**src/rtl/picosoc_timer_pkg.sv**
```systemverilog
// rtl/picosoc_timer_pkg.sv - register map, CTRL layout and shared helpers for the iomem timer
package picosoc_timer_pkg;

   localparam logic [2:0] TMR_CTRL     = 3'd0;
   localparam logic [2:0] TMR_PRESCALE = 3'd1;
   localparam logic [2:0] TMR_RELOAD   = 3'd2;
   localparam logic [2:0] TMR_COUNT    = 3'd3;
   localparam logic [2:0] TMR_STATUS   = 3'd4;
   localparam logic [2:0] TMR_CYC_LO   = 3'd5;
   localparam logic [2:0] TMR_CYC_HI   = 3'd6;
   localparam logic [2:0] TMR_CLKHZ    = 3'd7;

   localparam int CTRL_EN          = 0;
   localparam int CTRL_AUTO_RELOAD = 1;
   localparam int CTRL_IRQ_EN      = 2;

   typedef struct packed {
      logic irq_en;
      logic auto_reload;
      logic en;
   } ctrl_t;

   typedef enum logic {
      BUS_IDLE = 1'b0,
      BUS_ACK  = 1'b1
   } bus_state_t;

   // Byte-lane merge of a bus write into the current register contents.
   function automatic logic [31:0] merge_bytes(input logic [31:0] cur,
                                               input logic [31:0] wr,
                                               input logic [3:0]  strb);
      logic [31:0] res;
      res = cur;
      for (int b = 0; b < 4; b++) begin
         if (strb[b]) res[8*b +: 8] = wr[8*b +: 8];
      end
      return res;
   endfunction

endpackage

```
**src/rtl/picosoc_timer_prescaler.sv**
```systemverilog
// rtl/picosoc_timer_prescaler.sv - divides clk into one tick every div+1 cycles while enabled
module picosoc_timer_prescaler (
   input  logic        clk,
   input  logic        reset,
   input  logic        en,
   input  logic [15:0] div,
   input  logic        restart,
   output logic        tick
);

   logic [15:0] pcnt;

   assign tick = en && (pcnt == div);

   always_ff @(posedge clk) begin
      if (reset || !en || restart) begin
         pcnt <= 16'd0;
      end else if (tick) begin
         pcnt <= 16'd0;
      end else begin
         pcnt <= pcnt + 16'd1;
      end
   end

endmodule

```
**src/rtl/picosoc_timer.sv**
```systemverilog
// rtl/picosoc_timer.sv - iomem countdown timer with 64-bit cycle counter and level irq
module picosoc_timer
   import picosoc_timer_pkg::*;
#(
   parameter int CLOCK_SPEED_HZ = 50_000_000
) (
   input  logic        clk,
   input  logic        reset,
   input  logic        iomem_valid,
   input  logic [3:0]  iomem_wstrb,
   input  logic [31:0] iomem_addr,
   input  logic [31:0] iomem_wdata,
   output logic [31:0] iomem_rdata,
   output logic        iomem_ready,
   output logic        irq_o
);

   bus_state_t  state, state_next;
   ctrl_t       ctrl, ctrl_next;
   logic [15:0] prescale;
   logic [31:0] reload;
   logic [31:0] count;
   logic        expired;
   logic [63:0] cycle_cnt;
   logic [31:0] hi_latch;
   logic [31:0] read_mux;

   logic [2:0]  sel;
   logic        wr_commit, rd_start;
   logic        wr_ctrl, wr_prescale, wr_reload, wr_count, wr_status;
   logic        tick, tick_eff, expire;
   logic [31:0] ctrl_merged, prescale_merged, reload_merged, count_merged;
   logic        unused_bits;

   assign sel         = iomem_addr[4:2];
   assign iomem_ready = (state == BUS_ACK);
   assign irq_o       = expired && ctrl.irq_en;

   // Writes land at the end of the ACK cycle; reads are captured entering ACK.
   assign wr_commit   = (state == BUS_ACK) && iomem_valid && (iomem_wstrb != 4'd0);
   assign rd_start    = (state == BUS_IDLE) && iomem_valid && (iomem_wstrb == 4'd0);
   assign wr_ctrl     = wr_commit && (sel == TMR_CTRL);
   assign wr_prescale = wr_commit && (sel == TMR_PRESCALE);
   assign wr_reload   = wr_commit && (sel == TMR_RELOAD);
   assign wr_count    = wr_commit && (sel == TMR_COUNT);
   assign wr_status   = wr_commit && (sel == TMR_STATUS);

   assign unused_bits = ^{iomem_addr[31:5], iomem_addr[1:0],
                          ctrl_merged[31:3], prescale_merged[31:16]};

   always_ff @(posedge clk) begin
      if (reset) state <= BUS_IDLE;
      else       state <= state_next;
   end

   always_comb begin
      state_next = state;
      case (state)
         BUS_IDLE: if (iomem_valid) state_next = BUS_ACK;
         BUS_ACK:  state_next = BUS_IDLE;
         default:  state_next = BUS_IDLE;
      endcase
   end

   picosoc_timer_prescaler u_prescaler (
      .clk     (clk),
      .reset   (reset),
      .en      (ctrl.en),
      .div     (prescale),
      .restart (wr_count),
      .tick    (tick)
   );

   // A COUNT write in the same cycle swallows the tick.
   assign tick_eff = tick && !wr_count;
   assign expire   = tick_eff && (count == 32'd0);

   always_comb begin
      ctrl_merged     = merge_bytes({29'd0, ctrl}, iomem_wdata, iomem_wstrb);
      prescale_merged = merge_bytes({16'd0, prescale}, iomem_wdata, iomem_wstrb);
      reload_merged   = merge_bytes(reload, iomem_wdata, iomem_wstrb);
      count_merged    = merge_bytes(count, iomem_wdata, iomem_wstrb);
      ctrl_next       = ctrl;
      if (expire && !ctrl.auto_reload) ctrl_next.en = 1'b0;
      if (wr_ctrl) ctrl_next = ctrl_t'(ctrl_merged[2:0]);
   end

   always_comb begin
      read_mux = 32'd0;
      case (sel)
         TMR_CTRL:     read_mux = {29'd0, ctrl};
         TMR_PRESCALE: read_mux = {16'd0, prescale};
         TMR_RELOAD:   read_mux = reload;
         TMR_COUNT:    read_mux = count;
         TMR_STATUS:   read_mux = {31'd0, expired};
         TMR_CYC_LO:   read_mux = cycle_cnt[31:0];
         TMR_CYC_HI:   read_mux = hi_latch;
         TMR_CLKHZ:    read_mux = 32'(CLOCK_SPEED_HZ);
         default:      read_mux = 32'd0;
      endcase
   end

   always_ff @(posedge clk) begin
      if (reset) begin
         ctrl        <= '0;
         prescale    <= 16'd0;
         reload      <= 32'd0;
         count       <= 32'd0;
         expired     <= 1'b0;
         cycle_cnt   <= 64'd0;
         hi_latch    <= 32'd0;
         iomem_rdata <= 32'd0;
      end else begin
         cycle_cnt <= cycle_cnt + 64'd1;
         ctrl      <= ctrl_next;
         if (wr_prescale) prescale <= prescale_merged[15:0];
         if (wr_reload)   reload   <= reload_merged;

         if (wr_count) begin
            count <= count_merged;
         end else if (tick_eff) begin
            if (count != 32'd0)        count <= count - 32'd1;
            else if (ctrl.auto_reload) count <= reload;
         end

         // Expiry beats a simultaneous W1C so no event is lost.
         if (expire) begin
            expired <= 1'b1;
         end else if (wr_status && iomem_wstrb[0] && iomem_wdata[0]) begin
            expired <= 1'b0;
         end

         if (rd_start) begin
            iomem_rdata <= read_mux;
            if (sel == TMR_CYC_LO) hi_latch <= cycle_cnt[63:32];
         end else begin
            iomem_rdata <= 32'd0;
         end
      end
   end

endmodule

```
**config.mk**
```make
export PLATFORM = sky130hd
export DESIGN_NAME = picosoc_timer
export DESIGN_NICKNAME = d
export VERILOG_FILES = /design/src/rtl/picosoc_timer_pkg.sv /design/src/rtl/picosoc_timer_prescaler.sv /design/src/rtl/picosoc_timer.sv
export SDC_FILE = /design/constraint.sdc
export NUM_CORES = 1
export LEC_CHECK = 0
export BUFFER_PORTS_ARGS = -buffer_cell sky130_fd_sc_hd__buf_4
export CORE_ASPECT_RATIO = 1.2
export CORE_MARGIN = 2
export CORE_UTILIZATION = 45
export CTS_BUF_LIST = sky130_fd_sc_hd__clkbuf_8
export CTS_CLUSTER_DIAMETER = 30
export CTS_CLUSTER_SIZE = 24
export DETAILED_ROUTE_END_ITERATION = 6
export PLACE_DENSITY = 0.66
export SETUP_SLACK_MARGIN = 0.1
export SYNTH_ARGS = -nofsm -noshare
export SYNTH_HDL_FRONTEND = slang
export SYNTH_HIERARCHICAL = 1
export SYNTH_SLANG_ARGS = --single-unit
```
**constraint.sdc**
```tcl
create_clock -name clk -period 2.7 [get_ports clk]
set_input_delay 0.405 -clock clk [delete_from_list [all_inputs] [get_ports clk]]
set_output_delay 0.405 -clock clk [all_outputs]
set_load 0.05 [all_outputs]
```
==> flow_summary.ini, run 1 <==
[floorplan]
ios = 105
dieHeight_um = 176
coreArea_um2 = 24000
die_area_um2 = 25800
die_x_um = 147
rows = 62
initial_core_util = 0.459

[outcome]
status = completed

[synthesis]
async_flop_share = 0
synth_area_um2 = 11000
synth_top_cell_by_area = dfxtp_1
avgSynthCellArea_um2 = 8.00
synth_nets = 1455
yosys_most_used_dff = dfxtp_1
synth.area.top_cells = dfxtp_1 (42%), nand2_1 (6.9%), nor2_1 (5.7%), a21oi_1 (5.4%), xnor2_1 (4.8%)
yosysSeqAreaShare = 0.415
synth_edf_count = 0
postSynthCellCount = 1380
ys_types = 59
ys_warn_count = 6
yosysTopAreaCellShare = 0.415
ys_seq_elements = 229

[clock_tree]
cts_buffers = 46
clk_latency_ns = 0.58
tritoncts = yes
cts-root-buf = clkbuf_8
htree_levels = 2
cts_hold_buf = 0
clk_path_buf_depth = 3
cts_sinks = 229
clkSlewWorstSetupHoldPaths_ns = 0.06

[power]
power_leakage_nw = 4.70
power_mw = 7.58
power.density_nw_per_um2 = 576
ir_drop_v = 0.000320

[cells_and_area]
nNetsFinal = 1554
finalInstanceArea_um2 = 13200
fillCellCount = 2311
mostFrequentLayoutCell = dfxtp_1
antenna_cells = 0
multiInputGateArea_um2 = 5990
seq_area_um2 = 4590
synthToLayoutAreaGrowth_pct = 19.4
layout-drive-gt1-share = 0.164
final_cell_mix = dfxtp_1 (228), nand2_1 (203), nor2_1 (166), buf_4 (136), a21oi_1 (119)

[setup_path]
cp_cell_sequence = xor2_1 -> nor4_1 -> nand2_1 -> nor4_2 -> buf_4 -> nand2_1 -> o21ai_1 -> buf_4 -> buf_12 -> a21oi_1 -> a311oi_1
crit_path_start_kind = register
slowest_delay_ns = 0.37
crit_path_end_kind = register
path_buf_inv = 3
critPathRequiredTime_ns = 3.16
arrival_ns = 3.00
critPathKind = register to register
crit_family = simple AND/OR/NAND/NOR gates
path_max_fanout = 15
critPathSlowestCell = nor4_1

[timing]
finalHoldViolations = 0
finalSetupViolCount = 0
tns_ns = 0
period_needed_ns = 2.54
rsz0062_at_grt = no
worst_slew_pin_slew_ns = 0.865
fin_skew_ns = 0.0298
setup_slack_ns = 0.164
drv_slew = 0
min_period_over_period = 0.939
fmax_ghz = 0.394
relSlewSlack = 0.422

[grt]
grt_usage = 0.253
grt_pass1_wl_mm = 52.8
grt-ovfl-total = 0
grt_pass1_vias = 9851
grt_start_max_net_pins = 54
antenna_found_initial = 0

[placement]
dpl.hpwl_mm = 23.4
placed_area_um2 = 12200
dpl_worst_slack_ns = 0.180
io_buffers = 75
place.gp.congestion = 0.929

[detailed_routing]
ant_nets = 0
firstDrtPassIters = 7
drt_iter0_markers = 838
wl_per_cell_um = 18.1
vias_per_cell = 5.74
wirelength_mm = 33.2
num_vias = 10534
drc = 0

[flow_run]
drv_cap = 0

[hold_path]
hold_class = primary input to register
[registers in the layout, indices dropped and copies added, names as in the netlist]
| register | flops |
|---|---|
| hi_latch | 32 |
| reload | 32 |
| cycle_cnt | 64 |
| prescale | 16 |
| ctrl | 3 |
| count | 32 |
| expired | 1 |
| iomem_ready | 1 |
| iomem_rdata | 32 |
| u_prescaler/pcnt | 16 |
[power by group]
group	switching [mW]	total, mW	internal (mW)
clock	1.66	3.57	1.92
sequential	0.0163	3.41	3.39
combinational	0.362	0.598	0.236
total	2.04	7.58	5.54
[worst min-delay path, stage by stage]
cell and delay [ns]:
buf_4 0.09, mux2i_1 0.06, nor2_1 0.08
[through the flow]
stage                     instances   util  hold slack (ns)
final                          1835  0.548            0.112
after global placement         1749  0.507            0.445
after floorplan                1380      -            0.433
after CTS                      1833  0.546           0.0866
after global routing           1835  0.548           0.0985
after detailed placement       1749  0.507            0.448
[cell families (layout without fill, tap and decap cells)]
group | after synthesis | in the layout | synth area share
XOR/XNOR | 94 | 94 | 0.0746
multiplexers | 40 | 40 | 0.0373
AO/OA/AOI/OAI | 275 | 275 | 0.162
adder cells (fa/ha/maj) | 4 | 4 | 0.00454
AND/OR/NAND/NOR | 618 | 618 | 0.261
flip-flops | 229 | 229 | 0.415
buffers and inverters | 120 | 255 | 0.0441
[layer usage]
metal | track usage | share of wire | up-vias | wire length (µm)
li1 | - | - | 5109 | -
met1 | 0.333 | 0.43 | 4975 | 14200
met5 | 0 | 0 | - | 0
met3 | 0.0439 | 0.072 | 68 | 2400
met2 | 0.423 | 0.47 | 382 | 15800
met4 | 0.0841 | 0.027 | 0 | 895
[what timing repair did]
| item | CTS | global route |
|---|---|---|
| endpoints found under the setup margin | 0 | 19 |
| setup buffers | 0 | 2 |
| gates resized for setup | 0 | 6 |
[final timing paths]
path	start	to	slack, ns	depth (start not counted)
max	u_prescaler/pcnt[6]	count[29]	0.16	11
min	iomem_wdata[11]	prescale[11]	0.11	3
max reg2reg	u_prescaler/pcnt[6]	count[29]	0.16	11
min reg2reg	hi_latch[8]	hi_latch[8]	0.46	2
[Yosys cell counts (all sizes together) (2+ instances only)]
cell    instances
o32ai           2
a211o           5
nor3b           3
and4            9
clkbuf         78
o221ai          5
a31oi           6
xor2           33
nor3           27
xnor2          61
o311a           2
nor2b          12
nand3          80
mux2i          31
a31o            2
nand2b          7
nand2         203
a211oi          8
and3            8
o31ai           2
mux2            9
nand4          27
nor4b           2
o21ai          29
buf            15
inv            27
or3            14
and2            6
a22oi          32
o22ai           3
o211ai         19
or4b            2
dfxtp         229
o41ai           2
a21oi         119
a311oi         24
a222oi          9
or4             8
ha              4
nor2          167
nor4           40
[layout make-up]
| class | instances | area share |
|---|---|---|
| Clock buffer | 52 | 0.0543 |
| Multi-Input combinational cell | 1031 | 0.455 |
| Inverter | 27 | 0.00770 |
| Sequential cell | 229 | 0.348 |
| Tap cell | 320 | 0.0304 |
| Clock inverter | 32 | 0.0170 |
| Timing Repair Buffer | 144 | 0.0877 |
Power figures use the tool's default switching activity.
==> run 2: changes to the inputs <==
--- a/config.mk
+++ b/config.mk
@@ -7,9 +7,9 @@
 export LEC_CHECK = 0
 export BUFFER_PORTS_ARGS = -buffer_cell sky130_fd_sc_hd__buf_4
 export CORE_ASPECT_RATIO = 1.2
-export CORE_MARGIN = 2
+export CORE_MARGIN = 8
 export CORE_UTILIZATION = 45
-export CTS_BUF_LIST = sky130_fd_sc_hd__clkbuf_8
+export CTS_BUF_LIST = sky130_fd_sc_hd__clkbuf_4 sky130_fd_sc_hd__clkbuf_8
 export CTS_CLUSTER_DIAMETER = 30
 export CTS_CLUSTER_SIZE = 24
 export DETAILED_ROUTE_END_ITERATION = 6
==> flow_summary.ini, run 2 (synthesis results as in run 1) <==
[outcome]
status = completed

[timing]
rsz0062_at_grt = no
fin_skew_ns = 0.0351
drv_slew = 0
relSlewSlack = 0.419
worst_slew_pin_slew_ns = 0.869
finalSetupViolCount = 0
whs_ns = 0.0998
finalHoldViolations = 0
tns_ns = 0
fmax_ghz = 0.402
min_period_over_period = 0.922
period_needed_ns = 2.49

[clock_tree]
cts-root-buf = clkbuf_8
clkSlewWorstSetupHoldPaths_ns = 0.06
cts_hold_buf = 0
cts_sinks = 229
cts_buffers = 45
tritoncts = yes
clk_path_buf_depth = 3
clk_latency_ns = 0.58
htree_levels = 2

[floorplan]
die_x_um = 159
die_area_um2 = 29800
coreArea_um2 = 24400
dieHeight_um = 188
rows = 63
ios = 105
initial_core_util = 0.452

[power]
pwr-share-clk = 0.509
switchingPower_mw = 2.07
ir_drop_v = 0.000277
intPower_mw = 6.05
combPwrFrac = 0.072
seqPwrFrac = 0.420
power.density_nw_per_um2 = 609
power_leakage_nw = 4.76
swShare = 0.255

[cells_and_area]
nNetsFinal = 1560
final_cell_mix = dfxtp_1 (227), nand2_1 (203), nor2_1 (166), buf_4 (144), a21oi_1 (119)
finalInstanceArea_um2 = 13300
synthToLayoutAreaGrowth_pct = 20.9
finalNonFillerCells = 1847
top_register = cycle_cnt
antenna_cells = 0
largest_reg_flops = 64
mostFrequentLayoutCell = dfxtp_1
layout-drive-gt1-share = 0.171

[hold_path]
holdPathEnd = prescale[13]
hold_class = primary input to register
hold_start = iomem_wdata[13]
min_path_cells = 3

[detailed_routing]
num_vias = 10477
wirelength_mm = 33.5
ant_nets = 0
drc = 0
drt_iter0_markers = 886
wl_per_cell_um = 18.1
firstDrtPassIters = 6
vias_per_cell = 5.67

[grt]
antenna_found_initial = 0
grt-ovfl-total = 0
grt_start_max_net_pins = 87
grt_pass1_wl_mm = 53.9
grt_usage = 0.219
grt_pass1_vias = 10093

[setup_path]
critPathRequiredTime_ns = 3.18
path_buf_inv = 1
slowest_delay_ns = 0.54
cpMostUsedCell = or3_1
reg2reg_to = count[25]
crit_path_start_kind = register
critPathKind = register to register
arrival_ns = 2.96
cp_cell_sequence = or3_1 -> or4_4 -> or3_1 -> buf_6 -> nand2_1 -> o21ai_0 -> a221oi_1
worstReg2RegStart = count[25]
critPathSlowestCell = or4_4
r2r_setup_slack_ns = 0.21
crit_family = simple AND/OR/NAND/NOR gates
path_max_fanout = 24
crit_path_end_kind = register
reg2reg_depth = 7

[placement]
dpl.hpwl_mm = 24.0
io_buffers = 75
place.gp.congestion = 0.906
placed_area_um2 = 12200
dpl.cell_count = 1761

[flow_run]
drv_cap = 0
-- run 2: changes by cell type in the layout (fill, tap and decap cells not counted), moves of 3 or more --
cell       previous run  this run
buf_4               136       144
inv_1                34        27
bufinv_16             1         6
clkbuf_4              0         4
clkinv_2             11         8
-- run 2: per-stage QoR --
step,power (mW),util,setup slack [ns]
final,8.12,0.546,0.211
after global routing,8.39,0.546,0.0972
after CTS,8.16,0.545,0.124
after detailed placement,4.04,0.501,0.140
after global placement,4.04,0.501,0.166
after floorplan,3.85,-,0.169
-- run 2: routing by layer --
| metal | up-vias | track usage | share of wire |
|---|---|---|---|
| li1 | 5131 | - | - |
| met1 | 4944 | 0.273 | 0.43 |
| met2 | 340 | 0.370 | 0.48 |
| met3 | 62 | 0.0421 | 0.064 |
| met4 | 0 | 0.0763 | 0.026 |
| met5 | - | 0 | 0 |
-- run 2: how the worst max path moves through the flow --
stage                         startpoint        end  slack (ns)  depth (start not counted)
floorplan                      count[23]  count[15]        0.17                          8
global placement               count[24]  count[15]        0.17                          6
detailed placement             count[24]  count[15]        0.14                          6
CTS                            count[24]  count[25]        0.12                          7
global route        u_prescaler/pcnt[12]  count[29]         0.1                         11
finish                         count[25]  count[25]        0.21                          7
-- run 2: cell type report --
type                            instances  area [µm²]
Multi-Input combinational cell       1031        5970
Clock inverter                         29         352
Clock buffer                           55         732
Sequential cell                       229        4590
Timing Repair Buffer                  151        1190
Fill cell                            2358       11100
Tap cell                              325         407
Inverter                               27         101
-- run 2: repair_timing --
| item | CTS | global route |
|---|---|---|
| gates resized for setup | 0 | 4 |
| setup endpoints to repair | 0 | 26 |
| endpoints found under the hold margin | 0 | 0 |
| buffers inserted | 0 | 2 |
-- run 2: worst register-to-register path: stages, from the launching register on --
cell and delay [ns]:
dfxtp_1 0.30, or3_1 0.40, or4_4 0.54, or3_1 0.44, buf_6 0.20, nand2_1 0.12, o21ai_0 0.10, a221oi_1 0.28
-- run 2: power groups by stage --
stage | clock (mW) | sequential [mW] | combinational (mW)
final | 4.13 | 3.41 | 0.581
after global routing | 4.35 | 3.41 | 0.636
after CTS | 4.19 | 3.41 | 0.566
after detailed placement | 0 | 3.48 | 0.564
after global placement | 0 | 3.48 | 0.557
after floorplan | 0 | 3.48 | 0.367
